[src/rtl/out_shift_ctrl.sv]
// out_shift_ctrl: sequences config load, delay-line clear and sample streaming for the output shift register
module out_shift_ctrl #(
   parameter int N             = 3,
   parameter int NUM_COL_WIDTH = $clog2(N + 1),
   parameter int LEN_WIDTH     = 16
) (
   input  logic                     clk_i,
   input  logic                     rst_i,
   input  logic                     start_i,
   input  logic [NUM_COL_WIDTH-1:0] filter_size_i,
   input  logic [NUM_COL_WIDTH-1:0] num_cols_i,
   input  logic [LEN_WIDTH-1:0]     num_samples_i,
   input  logic                     in_valid_i,
   output logic                     in_ready_o,
   input  logic                     out_ready_i,
   output logic                     out_valid_o,
   output logic [NUM_COL_WIDTH-1:0] number_of_columns_o,
   output logic                     number_of_columns_ld_o,
   output logic                     number_of_columns_rst_o,
   output logic                     out_reg_shift_rst_o,
   output logic                     out_reg_shift_ld_o,
   output logic [NUM_COL_WIDTH-1:0] filter_size_o,
   output logic                     busy_o,
   output logic                     done_o,
   output logic                     err_cfg_o
);
   typedef enum logic [2:0] {IDLE, CLEAR, LOAD, RUN, DONE} state_t;
   localparam logic [NUM_COL_WIDTH-1:0] N_W = NUM_COL_WIDTH'(N);
   state_t                   state_q, state_d;
   logic [NUM_COL_WIDTH-1:0] fs_q, fs_d, nc_q, nc_d, dly_q, dly_d, ncol_q, ncol_d, fso_q, fso_d;
   logic [LEN_WIDTH-1:0]     len_q, len_d, acc_q, acc_d;
   logic                     err_q, err_d;
   logic                     cfg_ok, emit, rdy, accept, last;
   // config legality check and the run-time handshake, purely from state, counters and out_ready_i
   always_comb begin
      cfg_ok = (filter_size_i != '0) && (filter_size_i <= N_W) && (num_cols_i != '0)
             && (num_cols_i <= filter_size_i) && (num_samples_i != '0);
      emit   = acc_q >= LEN_WIDTH'(dly_q);
      rdy    = (state_q == RUN) && (!emit || out_ready_i);
      accept = in_valid_i && rdy;
      last   = acc_q == len_q - LEN_WIDTH'(1);
   end
   // datapath strobes and status decoded from state; column count and filter size are live in LOAD
   always_comb begin
      in_ready_o              = rdy;
      out_reg_shift_ld_o      = accept;
      out_valid_o             = accept && emit;
      out_reg_shift_rst_o     = state_q == CLEAR;
      number_of_columns_rst_o = state_q == CLEAR;
      number_of_columns_ld_o  = state_q == LOAD;
      number_of_columns_o     = (state_q == LOAD) ? nc_q : ncol_q;
      filter_size_o           = (state_q == LOAD) ? fs_q : fso_q;
      busy_o                  = state_q != IDLE;
      done_o                  = state_q == DONE;
      err_cfg_o               = err_q;
   end
   // next-state: latch cfg on a legal start, compute the fill delay in LOAD, count accepts in RUN
   always_comb begin
      state_d = state_q;
      fs_d    = fs_q;
      nc_d    = nc_q;
      len_d   = len_q;
      acc_d   = acc_q;
      dly_d   = dly_q;
      ncol_d  = ncol_q;
      fso_d   = fso_q;
      err_d   = 1'b0;
      case (state_q)
         IDLE: begin
            if (start_i && cfg_ok) begin
               fs_d    = filter_size_i;
               nc_d    = num_cols_i;
               len_d   = num_samples_i;
               acc_d   = '0;
               state_d = CLEAR;
            end
            err_d = start_i && !cfg_ok;
         end
         CLEAR: state_d = LOAD;
         LOAD: begin
            dly_d   = fs_q - nc_q;
            ncol_d  = nc_q;
            fso_d   = fs_q;
            state_d = RUN;
         end
         RUN: begin
            acc_d   = accept ? acc_q + LEN_WIDTH'(1) : acc_q;
            state_d = (accept && last) ? DONE : RUN;
         end
         DONE:    state_d = IDLE;
         default: state_d = IDLE;
      endcase
   end
   // state and configuration registers, cleared by synchronous reset
   always_ff @(posedge clk_i) begin
      if (rst_i) begin
         state_q <= IDLE;
         fs_q    <= '0;
         nc_q    <= '0;
         len_q   <= '0;
         acc_q   <= '0;
         dly_q   <= '0;
         ncol_q  <= '0;
         fso_q   <= '0;
         err_q   <= 1'b0;
      end else begin
         state_q <= state_d;
         fs_q    <= fs_d;
         nc_q    <= nc_d;
         len_q   <= len_d;
         acc_q   <= acc_d;
         dly_q   <= dly_d;
         ncol_q  <= ncol_d;
         fso_q   <= fso_d;
         err_q   <= err_d;
      end
   end
endmodule

[config.mk]
export PLATFORM = sky130hd
export DESIGN_NAME = out_shift_ctrl
export DESIGN_NICKNAME = d
export VERILOG_FILES = /design/src/rtl/out_shift_ctrl.sv
export SDC_FILE = /design/constraint.sdc
export NUM_CORES = 1
export LEC_CHECK = 0
export BUFFER_PORTS_ARGS = -buffer_cell sky130_fd_sc_hd__buf_2
export CORE_MARGIN = 4
export CORE_UTILIZATION = 50
export DETAILED_ROUTE_END_ITERATION = 10
export PLACE_DENSITY = 0.74
export SYNTH_ARGS = -nofsm -noshare
export SYNTH_HDL_FRONTEND = slang
export SYNTH_SLANG_ARGS = --single-unit
[constraint.sdc]
create_clock -name clk_i -period 3.27 [get_ports clk_i]
set_input_delay 0 -clock clk_i [delete_from_list [all_inputs] [get_ports clk_i]]
set_output_delay 0 -clock clk_i [all_outputs]
set_load 0.05 [all_outputs]
; Word-level counts from Yosys, hierarchy flattened
; Index checks and enable logic that the tools add are counted.
[word_totals]
output_inout_bits = 13
reg_bits = 46
elab_cells = 53
[classes]
n_mux = 8
n_eq_ne = 7
reduce_logical = 22
magnitude_cmp = 3
bitwise_logic = 1
addsub = 3
[ops]
columns = op, n
row1 = 16-bit 2-to-1 mux, 2
row2 = 16-bit case mux with 2 select lines, 1
row3 = "16-bit by 1-bit adder with 16-bit output, second input constant", 1
row4 = 16-bit equality test, 1
row5 = 16-bit by 2-bit >= comparator with 1-bit output, 1
row6 = 16-bit nonzero test, 1
row7 = "16-bit by 1-bit subtractor with 16-bit output, second input constant", 1
row8 = 3-bit case mux with 4 select lines, 1
row9 = 1-bit logical AND, 10
row10 = "3-bit by 2-bit equality test with 1-bit output, second input constant", 2
row11 = 3-bit 2-to-1 mux, 2
row12 = 2-bit nonzero test, 3
row13 = 2-bit 2-to-1 mux, 2
row14 = "2-bit inequality test, second input constant", 2
row15 = "3-bit by 1-bit equality test with 1-bit output, second input constant", 1
row16 = "3-bit equality test, second input constant", 1
row17 = 3-bit zero test, 1
row18 = 3-bit AND reduction, 1
row19 = 3-bit nonzero test, 1
row20 = 2-bit <= comparator, 1
row21 = "2-bit <= comparator, second input constant", 1
row22 = 1-bit zero test, 2
row23 = 2-bit AND reduction, 1
row24 = 2-bit OR reduction, 1
row25 = 3 further kinds, 3

; Depth between registers and ports, before layout
; Gate-level depths: netlist (run 1).
[depth]
ltp_word = 8
depth_mapped = 10

; Worst setup path before layout (run 1)
; No wires, ideal clock.
[synth_timing]
path_type = flip-flop to flip-flop
start = register state_q[1]
end = register fso_q[0]
required_ns = 3.141
arrival_time_ns = 2.811
setup_slack_ns = 0.330
stages_incl_launch_ff = 4
synth_period_minus_slack_ns = 2.940
cell_sequence = dfxtp_1 > nor3b_1 > mux2_2 > nor2b_1
[synth_between]
elab_chain_cells = 2
[synth_rtl]
columns = item, line_no
row1 = start: declaration, 29  ; state_t state_q, state_d;
row2 = start signal: assignment, 107  ; state_q <= state_d;
row3 = 3-bit by 2-bit equality test with 1-bit output, --
row4 = net number_of_columns_ld_o, 18  ; output logic number_of_columns_ld_o,
row5 = 2-bit 2-to-1 mux, --
row6 = net filter_size_o[0], 22  ; output logic [NUM_COL_WIDTH-1:0] filter_size_o,
row7 = end signal: assignment, 114  ; fso_q <= fso_d;
row8 = end: declaration, 30  ; logic [NUM_COL_WIDTH-1:0] fs_q, fs_d, nc_q, nc_d, dly_q, dly_d, ncol_q, ncol_d, fso_q, fso_d;
; The timed path passes the listed nets, and every way through them passes these cells.
; A chain may end at the register's enable or synchronous reset.

; Final worst setup path (run 1)
[layout_timing]
start = register len_q[0]
end = register state_q[2]
[layout_between]
elab_chain_cells = 5
[layout_rtl]
columns = item, line_no
row1 = start: declaration, 31  ; logic [LEN_WIDTH-1:0] len_q, len_d, acc_q, acc_d;
row2 = start signal: assignment, 110  ; len_q <= len_d;
row3 = 16-bit by 1-bit subtractor with 16-bit output, 41  ; last = acc_q == len_q - LEN_WIDTH'(1);
row4 = 16-bit equality test, 41
row5 = 1-bit logical AND, 88  ; state_d = (accept && last) ? DONE : RUN;
row6 = 3-bit 2-to-1 mux, 88
row7 = 3-bit case mux with 4 select lines, 68  ; case (state_q)
; Every way passes these cells.

==> flow_metrics.py, run 1 <==
metrics = {
    "status": {
        "outcome": "finished clean",
    },
    "yosys": {
        "synth_edf_count": 0,
        "ys_ff_latch": 46,
        "ys_top_cells_by_area": "dfxtp_1 35%, mux2i_1 7.7%, xnor2_1 6.7%",
        "yosys_most_used_dff": "dfxtp_1",
        "syn_area_um2": 2610,
        "yosysSeqAreaShare_pct": 35.3,
        "avgSynthCellArea_um2": 8.70,
        "syn_inst": 300,
        "yosys.area.top_type": "dfxtp_1",
        "yosys_warnings": 0,
        "yosysUniqueCellTypes": 58,
        "synth-async-reset-ratio_pct": 0,
        "synth_top_area_share_pct": 35.3,
        "syn-num-nets": 332,
    },
    "critical_path": {
        "cp.arrival_ns": 2.91,
        "critPathMaxFanout": 7,
        "reg2reg_depth": 9,
        "critPathKind": "reg2reg",
        "crit_path_end_kind": "flip-flop",
        "start_kind": "flip-flop",
        "required_ns": 3.50,
    },
    "timing": {
        "finClkSkew_ns": 0.00718,
        "max_slew_margin_pct": 54.7,
        "tightest_slew_ns": 0.675,
        "period_minus_slack_ns": 2.69,
        "holdWs_ns": 0.165,
        "final_hold_viol_count": 0,
        "max_freq_mhz": 372,
        "setup_viol": 0,
        "timing.final.crit_share_pct": 82.2,
        "fin_tns_setup_ns": 0,
        "rsz0062_at_grt": "no",
        "finalMaxSlewViolations": 0,
    },
    "min_path": {
        "holdPathStages": 2,
        "hp-class": "in2reg",
    },
    "floorplan": {
        "dieArea_um2": 6440,
        "rows": 26,
        "core_area_um2": 5070,
        "die_h_um": 80.2,
        "start_util_pct": 51.4,
        "ioPinCount": 38,
        "die_w_um": 80.2,
    },
    "drt": {
        "avgViaCountPerCell": 5.45,
        "antenna_left": 0,
        "met1_length_mm": 2.76,
        "top_layer": "met4",
        "vias": 2301,
        "wl_mm": 6.02,
        "drt_iter0_drc": 109,
        "drc": 0,
        "wl_met2_mm": 2.86,
        "wl_per_cell_um": 14.3,
        "wl_met3_um": 211,
        "drt_first_pass_iters": 4,
    },
    "grt": {
        "grt_usage_pct": 19.7,
        "grt_pass1_wl_mm": 10.0,
        "overflow": 0,
        "grt_pass1_vias": 2143,
        "grt_max_degree": 32,
        "antenna_found_initial": 0,
    },
    "power": {
        "p_leak_nw": 1.26,
        "cellPowerDensity_nw_per_um2": 402,
        "ir_worst_vdd_mv": 0.213,
    },
    "clock_tree": {
        "htreeDepth": 2,
        "cts.sinks": 46,
        "cts-root-buf": "clkbuf_8",
        "cts_buffers": 5,
        "clkTransAtPathRegs_ns": 0.09,
        "cts_buffer_depth": 2,
        "postCtsSetupRepairBufs": 0,
        "cts_tree": "done",
        "clk_latency_ns": 0.31,
    },
    "final_layout": {
        "diodes": 0,
        "mostFrequentLayoutCell": "dfxtp_1",
        "mostFrequentLayoutCells": "46 x dfxtp_1, 43 x nor2_1, 37 x buf_2",
        "num-nets-final": 383,
        "drive_above_1_share_pct": 17.9,
        "area_growth_pct": 19.8,
    },
    "place": {
        "place.port_buffers": 37,
        "gp_congestion": 0.842,
        "dpl.hpwl_mm": 4.27,
    },
    "run": {
        "drv_cap": 0,
    },
}
==> registers in the layout, indices dropped and copies added (netlist names) <==
signal / cells
acc_q: 16
len_q: 16
state_q: 3
dly_q: 2
fs_q: 2
fso_q: 2
nc_q: 2
ncol_q: 2
err_cfg_o: 1
==> routing by layer <==
metal | track usage (%) | vias to the layer above
li1 | - | 1160
met1 | 24.9 | 1073
met2 | 32.6 | 49
met3 | 3.81 | 19
met4 | 7.94 | 0
met5 | 0 | -
==> critical path: stages, from the launching register on <==
cell	delay (ns)
dfxtp_1	0.36
inv_1	0.07
ha_1	0.18
or4b_1	0.59
or2_1	0.30
o31ai_1	0.19
o21ai_1	0.10
nor4_1	0.32
nand4_1	0.26
a211oi_2	0.25
==> cell type report <==
class                   instances  area, µm²
fillers                       450       1950
multi-input cells             228       1580
flip-flops and latches         46        921
repair buffers                 60        410
well taps                      70       87.6
clock buffers                   5       68.8
inverters                      10       37.5
clock inverters                 3       25.0
==> final timing paths <==
path             from          to  slack, ns
min             rst_i    dly_q[1]       0.16
max          len_q[0]  state_q[2]       0.58
max reg2reg  len_q[0]  state_q[2]       0.58
min reg2reg  dly_q[0]    dly_q[0]       0.53
==> cells by family after synthesis <==
kind of cell               Yosys count  share of synthesized area, %
adders and majority gates            7                          3.36
xor gates and xnor gates            33                          11.1
and+or+nand+nor                    125                          26.2
buffers and inverters               26                          4.41
muxes                               24                          9.40
AOI/OAI and AO/OA                   39                          10.3
DFF                                 46                          35.3
==> synthesized netlist by cell type, types with 3 or more instances <==
cell type,count
nor4_1,8
nand4_1,9
dfxtp_1,46
ha_1,7
clkbuf_1,9
and3_1,7
nor2b_1,8
mux2i_1,20
inv_1,10
nand2_1,9
nor3b_1,4
xnor2_1,20
nor2_1,44
o21ai_0,9
nor3_1,8
xor2_1,13
a31oi_1,3
mux2_2,4
a21oi_1,9
or3_1,6
or4_1,3
==> report_power, final <==
part | switching, W | internal, W | total [W]
Clock | 0.000207 | 0.000154 | 0.000361
Combinational | 0.000163 | 0.000130 | 0.000292
Sequential | 0.0000229 | 0.000579 | 0.000602
==> what timing repair did <==
item	in CTS	in global routing
gates resized for setup	0	0
hold buffers	21	0
endpoints found under the hold margin	21	0
==> through the flow <==
| step | worst slack (ns) | total power, W | cell area [µm²] | utilization (%) | cells |
|---|---|---|---|---|---|
| after floorplan | 0.330 | 0.000822 | 2610 | - | 300 |
| after global placement | 0.800 | 0.000876 | 2820 | 55.6 | 393 |
| after detailed placement | 0.709 | 0.000883 | 2820 | 55.6 | 393 |
| after CTS | 0.607 | 0.00126 | 3130 | 61.6 | 422 |
| after global routing | 0.373 | 0.00132 | 3130 | 61.6 | 422 |
| final | 0.581 | 0.00126 | 3130 | 61.6 | 422 |
Note: power is estimated with default switching activity, not from simulation.
==> run 2, diff against run 1 <==
Settings changed: ABC_AREA set to 1, PLACE_DENSITY 0.74 to 0.76.
Clock period 3.27 ns to 2.4 ns, I/O delays scaled along.
==> flow_metrics.py, run 2 <==
metrics = {
    "floorplan": {
        "core_area_um2": 5610,
        "die_h_um": 84.7,
        "rows": 27,
        "die_w_um": 84.7,
        "ioPinCount": 38,
        "start_util_pct": 52.4,
        "dieArea_um2": 7170,
    },
    "yosys": {
        "synth_xor_area_share_pct": 6.56,
        "synth-compound-area-share_pct": 13.7,
        "synth-simple-area-share_pct": 33.5,
        "ys_top_cells_by_count": "92 x nand2_1, 68 x nor2_1, 55 x inv_1",
        "yosysSeqAreaShare_pct": 31.3,
        "ys_top_cells_by_area": "dfxtp_1 31%, nand2_1 12%, nor2_1 8.7%",
        "synth-async-reset-ratio_pct": 0,
        "synthMuxAreaShare_pct": 0,
        "synth_edf_count": 0,
        "syn_inst": 454,
        "syn_area_um2": 2940,
        "yosysMostFrequentCell": "nand2_1",
        "avgSynthCellArea_um2": 6.47,
        "ys_ff_latch": 46,
        "yosys.area.top_type": "dfxtp_1",
        "synthAdderAreaFrac_pct": 2.98,
        "synth_top_family_by_area": "simple AND/OR/NAND/NOR gates",
        "yosys_most_used_dff": "dfxtp_1",
        "synth_top_area_share_pct": 31.3,
        "syn-num-nets": 486,
        "yosysUniqueCellTypes": 34,
        "yosys_warnings": 0,
    },
    "clock_tree": {
        "cts.sinks": 46,
        "clk_latency_ns": 0.30,
        "cts-root-buf": "clkbuf_8",
        "htreeDepth": 2,
        "cts_buffers": 5,
        "cts_tree": "done",
        "cts_buffer_depth": 2,
        "clkTransAtPathRegs_ns": 0.09,
        "postCtsSetupRepairBufs": 0,
    },
    "run": {
        "drv_cap": 0,
    },
    "min_path": {
        "hp-class": "in2reg",
        "holdPathStages": 3,
        "min_from": "num_samples_i[5]",
    },
    "final_layout": {
        "design_area_um2": 3260,
        "drive_above_1_share_pct": 13.4,
        "utilization_pct": 58.1,
        "diodes": 0,
        "mostFrequentLayoutCells": "92 x nand2_1, 67 x nor2_1, 55 x inv_1",
        "fill_cells": 576,
        "mostFrequentLayoutCell": "nand2_1",
        "reg.largest.list": "acc_q: 16 flops, len_q: 16 flops, state_q: 3 flops",
        "num-nets-final": 517,
        "area_growth_pct": 10.8,
    },
    "drt": {
        "drt_first_pass_iters": 4,
        "avgViaCountPerCell": 5.22,
        "wl_mm": 7.17,
        "wl_per_cell_um": 12.8,
        "antenna_left": 0,
        "drt_iter0_drc": 268,
        "drc": 0,
        "vias": 2915,
    },
    "timing": {
        "rsz0062_at_grt": "no",
        "tightest_slew_ns": 0.612,
        "finalMaxSlewViolations": 0,
        "final_hold_viol_count": 0,
        "setup_viol": 0,
        "finClkSkew_ns": 0.00702,
        "max_freq_mhz": 462,
        "fin_tns_setup_ns": 0,
        "max_slew_margin_pct": 59.2,
        "timing.final.crit_share_pct": 90.2,
        "period_minus_slack_ns": 2.17,
        "fin_ws_ns": 0.235,
    },
    "critical_path": {
        "crit_path_top_delay_cell": "dfxtp_1",
        "critPathMaxStageDelay_ns": 0.42,
        "cp.arrival_ns": 2.17,
        "crit_path_end_kind": "output pin",
        "critPathCapture": "out_valid_o",
        "start_kind": "flip-flop",
        "r2r_slack_ns": 0.35,
        "cp.depth": 10,
        "startpoint": "acc_q[0]",
        "critPathMaxFanout": 5,
        "path_delay_family": "simple AND/OR/NAND/NOR gates",
        "required_ns": 2.40,
        "timing.rr.start": "acc_q[0]",
        "reg2reg_depth": 12,
        "path_cells": "inv_1 -> ha_1 -> o21ai_1 -> nand3_1 -> nand2_1 -> nand2_1 -> nor2_2 -> nand2_1 -> inv_1 -> buf_2",
        "path_buf_inv": 3,
        "critPathKind": "reg2out",
        "reg2reg_to": "acc_q[1]",
        "crit_top_cell": "nand2_1",
    },
    "power": {
        "cellPowerDensity_nw_per_um2": 732,
        "p_leak_nw": 1.51,
        "finalPower_w": 0.00238,
        "ir_worst_vdd_mv": 0.540,
    },
    "place": {
        "dpl.hpwl_mm": 5.51,
        "gp_congestion": 0.954,
        "post_dp_cell_area_um2": 3100,
        "place.port_buffers": 37,
        "pre_cts_slack_ns": 0.362,
    },
    "grt": {
        "grt_pass1_vias": 2682,
        "antenna_found_initial": 0,
        "grt_usage_pct": 20.9,
        "overflow": 0,
        "grt_max_degree": 41,
        "grt_pass1_wl_mm": 12.3,
    },
    "status": {
        "outcome": "finished clean",
    },
}
## run 2: cells by family after synthesis
family          count (synthesis)
compound gates                 78
xor+xnor                       22
fa+ha+maj                       7
buf+inv                        79
flops                          46
simple gates                  222
## run 2: worst min path at each step
stage	end	slack, ns
after CTS	len_q[2]	0.002
final	len_q[5]	0.004
after global placement	len_q[3]	0.30
after detailed placement	len_q[4]	0.31
after global routing	len_q[13]	0.04
after floorplan	len_q[15]	0.19
## run 2: cell type report
class	count	area [µm²]	share of cell area, %
timing repair buffer	43	240	7.38
multi-input combinational	329	1670	51.3
tap	72	90.1	2.77
sequential	46	921	28.3
clock inverter	2	37.5	1.15
clock buffer	6	72.6	2.23
inverter	60	225	6.92
## run 2: timing repair
action	CTS	global route
endpoints found under the setup margin	0	1
resized for setup	0	1
hold buffers	4	0
endpoints found under the hold margin	4	0
## run 2: power by group
part | total [W] | leakage [nW] | internal, W | switching, W
sequential | 0.000900 | 0.374 | 0.000834 | 0.0000663
combinational | 0.000905 | 1.08 | 0.000293 | 0.000612
clock | 0.000579 | 0.0514 | 0.000311 | 0.000268
total | 0.00238 | 1.51 | 0.00144 | 0.000946
## run 2: routing by layer
metal  up-vias  GRT usage, %  part of all wire, %
li1       1513             -                    -
met1      1317          28.1                   46
met2        73          33.3                   45
met3        12          4.02                  6.1
met4         0          7.34                  2.1
met5         -             0                    0
## run 2: per-stage QoR
| step | std cells | hold WS [ns] |
|---|---|---|
| final | 558 | 0.00364 |
| after global routing | 558 | 0.0382 |
| after CTS | 558 | 0.00197 |
| after detailed placement | 546 | 0.310 |
| after global placement | 546 | 0.298 |
| after floorplan | 454 | 0.193 |
## run 2: worst min-delay path: cells and delay by family
| family | cells | cell delay (ns) |
|---|---|---|
| buffers and inverters | 1 | 0.09 |
| AOI/OAI and AO/OA | 2 | 0.18 |
